`config.mk`:
```
export PLATFORM = sky130hd
export DESIGN_NAME = systolic_array_sequencer_flat
export DESIGN_NICKNAME = d
export VERILOG_FILES = /design/src/rtl/systolic_array_sequencer_if.sv /design/src/rtl/systolic_array_sequencer.sv /design/src/flat_wrapper.sv
export SDC_FILE = /design/constraint.sdc
export NUM_CORES = 1
export LEC_CHECK = 0
export CAP_MARGIN = 10
export CORE_MARGIN = 5
export CORE_UTILIZATION = 48
export DETAILED_ROUTE_END_ITERATION = 10
export PLACE_DENSITY = 0.77
export SYNTH_ARGS = -nofsm -noshare
export SYNTH_HDL_FRONTEND = slang
export SYNTH_SLANG_ARGS = --single-unit
export TNS_END_PERCENT = 50
```
`constraint.sdc`:
```
create_clock -name clk -period 3.5 [get_ports clk]
set_input_delay 0.525 -clock clk [delete_from_list [all_inputs] [get_ports clk]]
set_output_delay 0.525 -clock clk [all_outputs]
set_load 0.05 [all_outputs]
```
`src/rtl/systolic_array_sequencer_if.sv`:
```
// Operand capture and skewed edge-feed bundle between a requester and the systolic array sequencer.
// master drives start and the two operand matrices; slave returns edge feeds, array clear and status.
interface systolic_array_sequencer_if #(
  parameter int N = 4,
  parameter int W = 8
);
  logic             start;
  logic [N*N*W-1:0] mat_a;
  logic [N*N*W-1:0] mat_b;
  logic [N*W-1:0]   edge_a;
  logic [N*W-1:0]   edge_b;
  logic             array_clr_n;
  logic             busy;
  logic             done;

  modport master (
    output start, mat_a, mat_b,
    input  edge_a, edge_b, array_clr_n, busy, done
  );

  modport slave (
    input  start, mat_a, mat_b,
    output edge_a, edge_b, array_clr_n, busy, done
  );
endinterface

```
`src/rtl/systolic_array_sequencer.sv`:
```
// Captures A and B on start, clears the array, then feeds skewed zero-padded wavefronts for 3N-2 cycles.
// start-to-done is 3N cycles; start is ignored while busy, there is no stall input.
module systolic_array_sequencer #(
  parameter int N = 4,
  parameter int W = 8
) (
  input logic                    clk,
  input logic                    rst,
  systolic_array_sequencer_if.slave bus
);
  localparam int LAST = 3*N - 3;
  localparam int CW   = $clog2(3*N - 1);

  typedef enum logic [1:0] {IDLE, CLEAR, FEED, DONE} state_t;

  state_t           state;
  logic [CW-1:0]    t;
  logic [CW-1:0]    sel_t;
  logic [N*N*W-1:0] op_a;
  logic [N*N*W-1:0] op_b;
  logic [N*W-1:0]   edge_a_q;
  logic [N*W-1:0]   edge_b_q;
  logic [N*W-1:0]   feed_a;
  logic [N*W-1:0]   feed_b;
  logic             clr_n_q;
  logic             busy_q;
  logic             done_q;

  // Wavefront for the FEED cycle about to start: t=0 when leaving CLEAR, t+1 while feeding.
  always_comb begin
    sel_t  = (state == FEED) ? t + CW'(1) : '0;
    feed_a = '0;
    feed_b = '0;
    for (int i = 0; i < N; i++) begin
      if (int'(sel_t) >= i && int'(sel_t) - i < N) begin
        feed_a[i*W +: W] = op_a[(i*N + int'(sel_t) - i)*W +: W];
        feed_b[i*W +: W] = op_b[((int'(sel_t) - i)*N + i)*W +: W];
      end
    end
  end

  always_ff @(posedge clk or negedge rst) begin
    if (!rst) begin
      state    <= IDLE;
      t        <= '0;
      op_a     <= '0;
      op_b     <= '0;
      edge_a_q <= '0;
      edge_b_q <= '0;
      clr_n_q  <= 1'b1;
      busy_q   <= 1'b0;
      done_q   <= 1'b0;
    end else begin
      case (state)
        IDLE: begin
          if (bus.start) begin
            op_a    <= bus.mat_a;
            op_b    <= bus.mat_b;
            clr_n_q <= 1'b0;
            busy_q  <= 1'b1;
            state   <= CLEAR;
          end
        end
        CLEAR: begin
          clr_n_q  <= 1'b1;
          t        <= '0;
          edge_a_q <= feed_a;
          edge_b_q <= feed_b;
          state    <= FEED;
        end
        FEED: begin
          if (t == CW'(LAST)) begin
            edge_a_q <= '0;
            edge_b_q <= '0;
            done_q   <= 1'b1;
            state    <= DONE;
          end else begin
            t        <= t + CW'(1);
            edge_a_q <= feed_a;
            edge_b_q <= feed_b;
          end
        end
        DONE: begin
          done_q <= 1'b0;
          busy_q <= 1'b0;
          t      <= '0;
          state  <= IDLE;
        end
        default: state <= IDLE;
      endcase
    end
  end

  assign bus.edge_a      = edge_a_q;
  assign bus.edge_b      = edge_b_q;
  assign bus.array_clr_n = clr_n_q;
  assign bus.busy        = busy_q;
  assign bus.done        = done_q;
endmodule

```
`src/flat_wrapper.sv`:
```
// flat-port wrapper written by rule: the top's interface ports become plain ports
module systolic_array_sequencer_flat 
#(
  parameter int N = 4,
  parameter int W = 8
)
  (clk, rst, bus_start, bus_mat_a, bus_mat_b, bus_edge_a, bus_edge_b, bus_array_clr_n, bus_busy, bus_done);
  systolic_array_sequencer_if #(.N(N), .W(W)) bus_i ();
  input logic clk;
  input logic rst;
  input wire logic [$bits(bus_i.start)-1:0] bus_start;
  input wire logic [$bits(bus_i.mat_a)-1:0] bus_mat_a;
  input wire logic [$bits(bus_i.mat_b)-1:0] bus_mat_b;
  output wire logic [$bits(bus_i.edge_a)-1:0] bus_edge_a;
  output wire logic [$bits(bus_i.edge_b)-1:0] bus_edge_b;
  output wire logic [$bits(bus_i.array_clr_n)-1:0] bus_array_clr_n;
  output wire logic [$bits(bus_i.busy)-1:0] bus_busy;
  output wire logic [$bits(bus_i.done)-1:0] bus_done;
  assign bus_i.start = bus_start;
  assign bus_i.mat_a = bus_mat_a;
  assign bus_i.mat_b = bus_mat_b;
  assign bus_edge_a = bus_i.edge_a;
  assign bus_edge_b = bus_i.edge_b;
  assign bus_array_clr_n = bus_i.array_clr_n;
  assign bus_busy = bus_i.busy;
  assign bus_done = bus_i.done;
  systolic_array_sequencer #(.N(N), .W(W)) u_core (.clk(clk), .rst(rst), .bus(bus_i));
endmodule
```
# --- Word-level counts from Yosys, hierarchy flattened ---
# Cells that the tools add are included.
totals:
  register_bits: 329
  latch_bits: 0
  mem_bits_rw: 0
  romBits: 0
  inputBits: 259
  out_inout_bits: 67
  wordCells: 84
  n_memories: 0
classes:
  n_addsub: 13
  n_mul: 0
  div_mod_pow: 0
  magnitude_cmp: 7
  n_eq_ne: 7
  shift: 8
  mux: 24
  bitwise: 0
  n_reduce_logical: 16
op_table:
  columns: ["cell", "n"]
  rows:
  - ["$shiftx 128x32->8", 6]
  - ["$pmux 32 s2", 2]
  - ["$shiftx 128x10->8", 1]
  - ["$shiftx 128x8->8", 1]
  - ["$mux 32", 2]
  - ["$mux 8", 8]
  - ["$sub 29x3->29 const B", 2]
  - ["$sub 29x2->29 const B", 1]
  - ["$add 7x3->8 const B", 2]
  - ["$lt 5x4->1 const B", 3]
  - ["$reduce_and 2->1", 6]
  - ["$add 4x4->5 const A", 2]
  - ["$reduce_bool 2->1", 5]
  - ["$sub 4x2->5 const B", 2]
  - ["$add 7x2->8 const B", 1]
  - ["$ge 4x2->1 const B", 2]
  - ["$mux 4", 2]
  - ["$pmux 2 s4", 1]
  - ["$pmux 4 s2", 1]
  - ["$ne 2x2->1 const B", 3]
  - ["$pmux 1 s2", 3]
  - ["$add 3x4->5 const A", 1]
  - ["$sub 4x1->5 const B", 1]
  - ["$add 4x1->4 const B", 1]
  - ["10 further kinds", 16]

# --- Logic depth before layout (Yosys ltp) ---
depth:
  ltp_word: 8
  depth_mapped: 16
  ltp_nobuf: 11

# --- Worst setup path after synthesis ---
# Ideal clock, no wire load.
synth_timing:
  kind: "flip-flop to flip-flop"
  startpoint: "reg u_core.state[0]"
  endpoint: "reg u_core.edge_b_q[13], in the netlist u_core.bus.edge_b[13]"
  setup_time_ns: 0.121
  arrival_ns: 3.483
  required_ns: 3.379
  setup_slack_ns: -0.104
  path_stages_with_launch: 15
  path_buffers: 8
  synth_period_minus_slack_ns: 3.604
  cell_sequence: "dfrtp_1 -> inv_1 -> ha_1 -> buf_2 -> nand2b_4 -> buf_2 -> clkbuf_1 -> clkbuf_1 -> ha_1 -> buf_2 -> buf_2 -> clkbuf_1 -> clkbuf_1 -> mux4_2 -> a22o_1"
synth_via:
  elab_chain_len: 8
  word_cells_on_any_way: 13
  cone_classes: "add/sub (2); order compare (2); eq/ne (2); shift (1); mux (4); reduce/logical (2)"
synth_lines:
  columns: ["element", "line", "text"]
  rows:
  - ["from (decl)", "systolic_array_sequencer.sv:16", "state_t state;"]
  - ["from (signal assigned)", "systolic_array_sequencer.sv:44", "state <= IDLE;"]
  - ["from (signal assigned)", "systolic_array_sequencer.sv:61", "state <= CLEAR;"]
  - ["from (signal assigned)", "systolic_array_sequencer.sv:69", "state <= FEED;"]
  - ["$eq 2x2->1", "systolic_array_sequencer.sv:31, systolic_array_sequencer.sv:54", null]
  - ["$mux 4", "systolic_array_sequencer.sv:31", "sel_t = (state == FEED) ? t + CW'(1) : '0;"]
  - ["$sub 4x1->5", "systolic_array_sequencer.sv:35, systolic_array_sequencer.sv:37", null]
  - ["$add 7x2->8 / $lt 5x4->1 (equally long branches)", "systolic_array_sequencer.sv:37, systolic_array_sequencer.sv:35", null]
  - ["$shiftx 128x32->8 / $logic_and 1x1->1 (equally long branches)", "systolic_array_sequencer.sv:37, systolic_array_sequencer.sv:35", null]
  - ["$mux 8", "systolic_array_sequencer.sv:35", "if (int'(sel_t) >= i && int'(sel_t) - i < N) begin"]
  - ["$mux 32", "systolic_array_sequencer.sv:72", "if (t == CW'(LAST)) begin"]
  - ["$pmux 32 s2", "systolic_array_sequencer.sv:54", "case (state)"]
  - ["to (signal assigned)", "systolic_array_sequencer.sv:49", "edge_b_q <= '0;"]
  - ["to (signal assigned)", "systolic_array_sequencer.sv:74", "edge_b_q <= '0;"]
  - ["to (signal assigned)", "systolic_array_sequencer.sv:80", "edge_b_q <= feed_b;"]
  - ["to (decl)", "systolic_array_sequencer.sv:22", "logic [N*W-1:0] edge_b_q;"]
# Parallel ways exist; a longest one is shown, timed or not.
# A chain may end at the register's enable or synchronous reset.

# --- Final worst setup path ---
layout_timing:
  startpoint: "reg u_core.state[0]"
  endpoint: "reg u_core.edge_a_q[24], in the netlist u_core.bus.edge_a[24]"
layout_via:
  elab_chain_len: 8
  word_cells_on_any_way: 14
  cone_classes: "add/sub (3); order compare (2); eq/ne (2); shift (1); mux (4); reduce/logical (2)"
layout_lines:
  columns: ["element", "line", "text"]
  rows:
  - ["$eq 2x2->1", "systolic_array_sequencer.sv:31, systolic_array_sequencer.sv:54", null]
  - ["$mux 4", "systolic_array_sequencer.sv:31", null]
  - ["$add 4x4->5 / $sub 4x2->5 (equally long branches)", "systolic_array_sequencer.sv:36, systolic_array_sequencer.sv:35", null]
  - ["$sub 29x3->29 / $lt 5x4->1 (equally long branches)", "systolic_array_sequencer.sv:36, systolic_array_sequencer.sv:35", null]
  - ["$shiftx 128x32->8 / $logic_and 1x1->1 (equally long branches)", "systolic_array_sequencer.sv:36, systolic_array_sequencer.sv:35", null]
  - ["$mux 8", "systolic_array_sequencer.sv:35", null]
  - ["$mux 32", "systolic_array_sequencer.sv:72", null]
  - ["$pmux 32 s2", "systolic_array_sequencer.sv:54", null]
  - ["to (signal assigned)", "systolic_array_sequencer.sv:48", "edge_a_q <= '0;"]
  - ["to (signal assigned)", "systolic_array_sequencer.sv:73", "edge_a_q <= '0;"]
  - ["to (signal assigned)", "systolic_array_sequencer.sv:79", "edge_a_q <= feed_a;"]
  - ["to (decl)", "systolic_array_sequencer.sv:21", "logic [N*W-1:0] edge_a_q;"]
# Parallel ways exist; a longest one is shown, timed or not.

==> run metrics <==
status=finished, final reports clean; CP Capture Type=flip-flop; fin util=0.6265; Placer Congestion=0.9580; Final Cycle Share=0.9223; DIE AREA=40850 sq um; antenna-violating nets left=0; ys async rst share=1.000; slowest CP cell=nor2_1; die width=202.1 microns; PortBufs=325; Final Hold Fails=0; Final setup viols=0; CTS max path bufs=3; CTS tree=done; Worst-Skew Late Latency=0.55 ns; RR Endpoint=u_core.bus.edge_a[24]$_DFFE_PN0P_; WP data required=3.90 ns; Wirelength per Cell=25.46 microns; #FFs+latches synth=329; Crit Path Max Fanout=12; Reg clk slew, reported paths=0.06 ns; Worst Tran Pin Value=0.8565 ns; ratio of cells with drive above 1 in the final layout=0.3256; Hold Path Sink=u_core.bus.array_clr_n$_DFFE_PN1P_; vias in the first global route=13492; Initial Utilization=0.4851; RR Startpoint=u_core.state[0]$_DFFE_PN0P_; arrival time worst endpoint=3.63 ns; global route overflow=0; leak pwr=0.009290 uW; dpl cell area=21590 sq um; First-pass DRT Iterations=7; area of the multi-input gates=8906 sq um; final HPWL from detailed placement=39380 microns; CP Launch Type=flip-flop; Seq/Total Area, Yosys=0.4647; critical-path cell list=inv_1, ha_2, nand2b_1, inv_2, ha_1, nor3_1, nor2_1, a2111o_1, o32ai_1; Max Slew Vio Count=0; CTS root buffer=clkbuf_16; syn_area_per_cell=13.69 sq um; final hold slack=0.4699 ns; first-pass GRT wire length=82230 microns; reg2reg path depth=9; Setup crit start=u_core.state[0]$_DFFE_PN0P_; top_reg_cell synth=dfrtp_1; EDFF count, synth=0; Max H-tree Level=2; Remaining DRCs=0; setup TNS=0 ns; largest net degree at the start of global routing=80; Crit Path Category=flip-flop to flip-flop; Area Overhead vs Synth=29.14%; fin nets=1888; Unique masters post-synth=58; vias per cell=6.186; Synthesized Nets=1577; initial antenna violation count=11; Vias=13040; PwrDens=1000 nW/um^2; worst hold path depth=2; Final min period=3.228 ns; DRT iter0 DRCs=1267; CTS sink cnt=329; PnR Total Power=22880 uW; GRT Total Usage=0.2568; Setup Skew=0.02466 ns; Max Cap Violations=0; Die Span Y=202.1 microns; Max Fclk=0.3098 GHz; RSZ-0062 raised after global routing=false; Worst VDD drop=0.4559 mV; I/O pin count=326; Post-Synthesis Cells=1294; final wirelength=53670 microns; worst reg2reg setup slack=0.27 ns; Register Area=8234 sq um; peak per-stage delay on the critical path=0.68 ns; site row count=70; CTS buffer count=37; FILL cells=2777; Hold Path Class=flip-flop to flip-flop; Max transition margin=0.4269; YS warnings=0; Post-Syn Area=17720 sq um; hold_sp=u_core.bus.array_clr_n$_DFFE_PN1P_; Post-Layout Inst Area=22880 sq um; area of the core=36520 sq um
synth_stat cells, drive strengths merged, types with 2 or more instances:
cell type	n	area [sq um]
nor2b	2	12.51
buf	41	237.7
o221ai	2	17.52
a22o	16	140.1
o32ai	24	210.2
a21boi	4	30.03
or3	3	20.02
a221oi	8	70.07
a311oi	2	17.52
a32o	2	20.02
nand3b	2	15.01
o22ai	11	68.82
o31ai	3	22.52
nor2	6	22.52
o21ai	8	40.03
ha	24	300.3
inv	40	150.1
mux4	134	3018
clkbuf	58	217.7
a211o	7	61.31
mux2	274	3085
xnor2	6	52.55
dfrtp	328	8208
mux2i	10	112.6
o2bb2ai	16	140.1
and3	32	205.2
xor2	2	17.52
a211oi	31	232.7
nand2b	7	51.30
nand2	96	360.4
a21oi	66	330.3
nand3	10	50.05
nor3	3	15.01
sequential cells by signal, summed over array words and instances (netlist names):
register	cells
u_core.op_a	128
u_core.op_b	128
u_core.bus.edge_a	32
u_core.bus.edge_b	32
u_core.t	4
u_core.state	2
u_core.bus.array_clr_n	1
u_core.bus.busy	1
u_core.bus.done	1
logic make-up after synthesis:
group	count (synthesis)	share of synthesized area
adders and majority gates	24	0.01695
and+or+nand+nor	169	0.04703
buffers and inverters	140	0.03439
xor gates and xnor gates	8	0.003955
AOI/OAI and AO/OA	206	0.08213
DFF	329	0.4647
muxes	418	0.3508
placed cells by master, fill, tap and decap left out, types with 10 or more instances in the layout:
| cell | n |
|---|---|
| dfrtp_1 | 328 |
| clkdlybuf4s50_1 | 324 |
| mux2_2 | 274 |
| mux4_2 | 134 |
| nand2_1 | 95 |
| a21oi_1 | 66 |
| clkbuf_16 | 38 |
| inv_1 | 37 |
| buf_4 | 35 |
| and3_1 | 31 |
| a211oi_1 | 31 |
| o32ai_1 | 24 |
| ha_1 | 22 |
| a22o_1 | 16 |
| o2bb2ai_1 | 16 |
| o22ai_1 | 11 |
| nand3_1 | 10 |
| buf_12 | 10 |
power breakdown:
part           leakage (uW)  switching [uW]  internal, uW
clock network      0.000621            1590          2340
registers           0.00399            1640          5550
logic               0.00468            5690          6070
critical path: cells and delay by family, from the launching register on:
kind | cells | cell delay [ns]
buffers and inverters | 2 | 0.40
AOI/OAI and AO/OA | 2 | 0.64
DFF | 1 | 0.42
adders and majority gates | 2 | 0.63
and+or+nand+nor | 3 | 0.99
layout make-up:
class                           count  share of cell area
Antenna cell                        9           0.0009843
Tap cell                          468             0.02559
Clock buffer                       50             0.04746
Multi-Input combinational cell    825              0.3892
Clock inverter                     15            0.006890
Inverter                           41            0.006944
Timing Repair Buffer              371              0.1631
Sequential cell                   329              0.3599
metal layers:
metal  global-route usage  wire, microns  up-vias  share of wire
met3              0.05920           4417      122          0.082
li1                     -              -     5597              -
met1               0.3479          21190     6683           0.39
met5                    0             13        -        0.00024
met2               0.4100          26080      636           0.49
met4              0.09360           1970        2          0.037
worst max-delay path by stage:
stage	endpoint	cells past startpoint	slack, ns
finish	u_core.bus.edge_a[24]$_DFFE_PN0P_	9	0.27
global route	u_core.bus.edge_a[29]$_DFFE_PN0P_	10	0.09
CTS	u_core.bus.edge_a[27]$_DFFE_PN0P_	11	0.1
detailed placement	u_core.bus.edge_a[26]$_DFFE_PN0P_	11	0.11
global placement	u_core.bus.edge_a[28]$_DFFE_PN0P_	9	0.22
floorplan	u_core.bus.edge_a[26]$_DFFE_PN0P_	14	-0.02
through the flow:
stage	std cells	setup slack (ns)
after floorplan	1294	-0.01540
after global placement	2033	0.2201
after detailed placement	2033	0.1063
after CTS	2099	0.09511
after global routing	2106	0.09086
final	2108	0.2719
what timing repair did:
item                                    in CTS  in global routing
endpoints found under the setup margin       0                 21
hold endpoints to repair                    28                  0
hold buffers                                 1                  0
gates resized for setup                      0                  3
buffers inserted                             0                  0
Note: power is estimated with default switching activity, not from simulation.
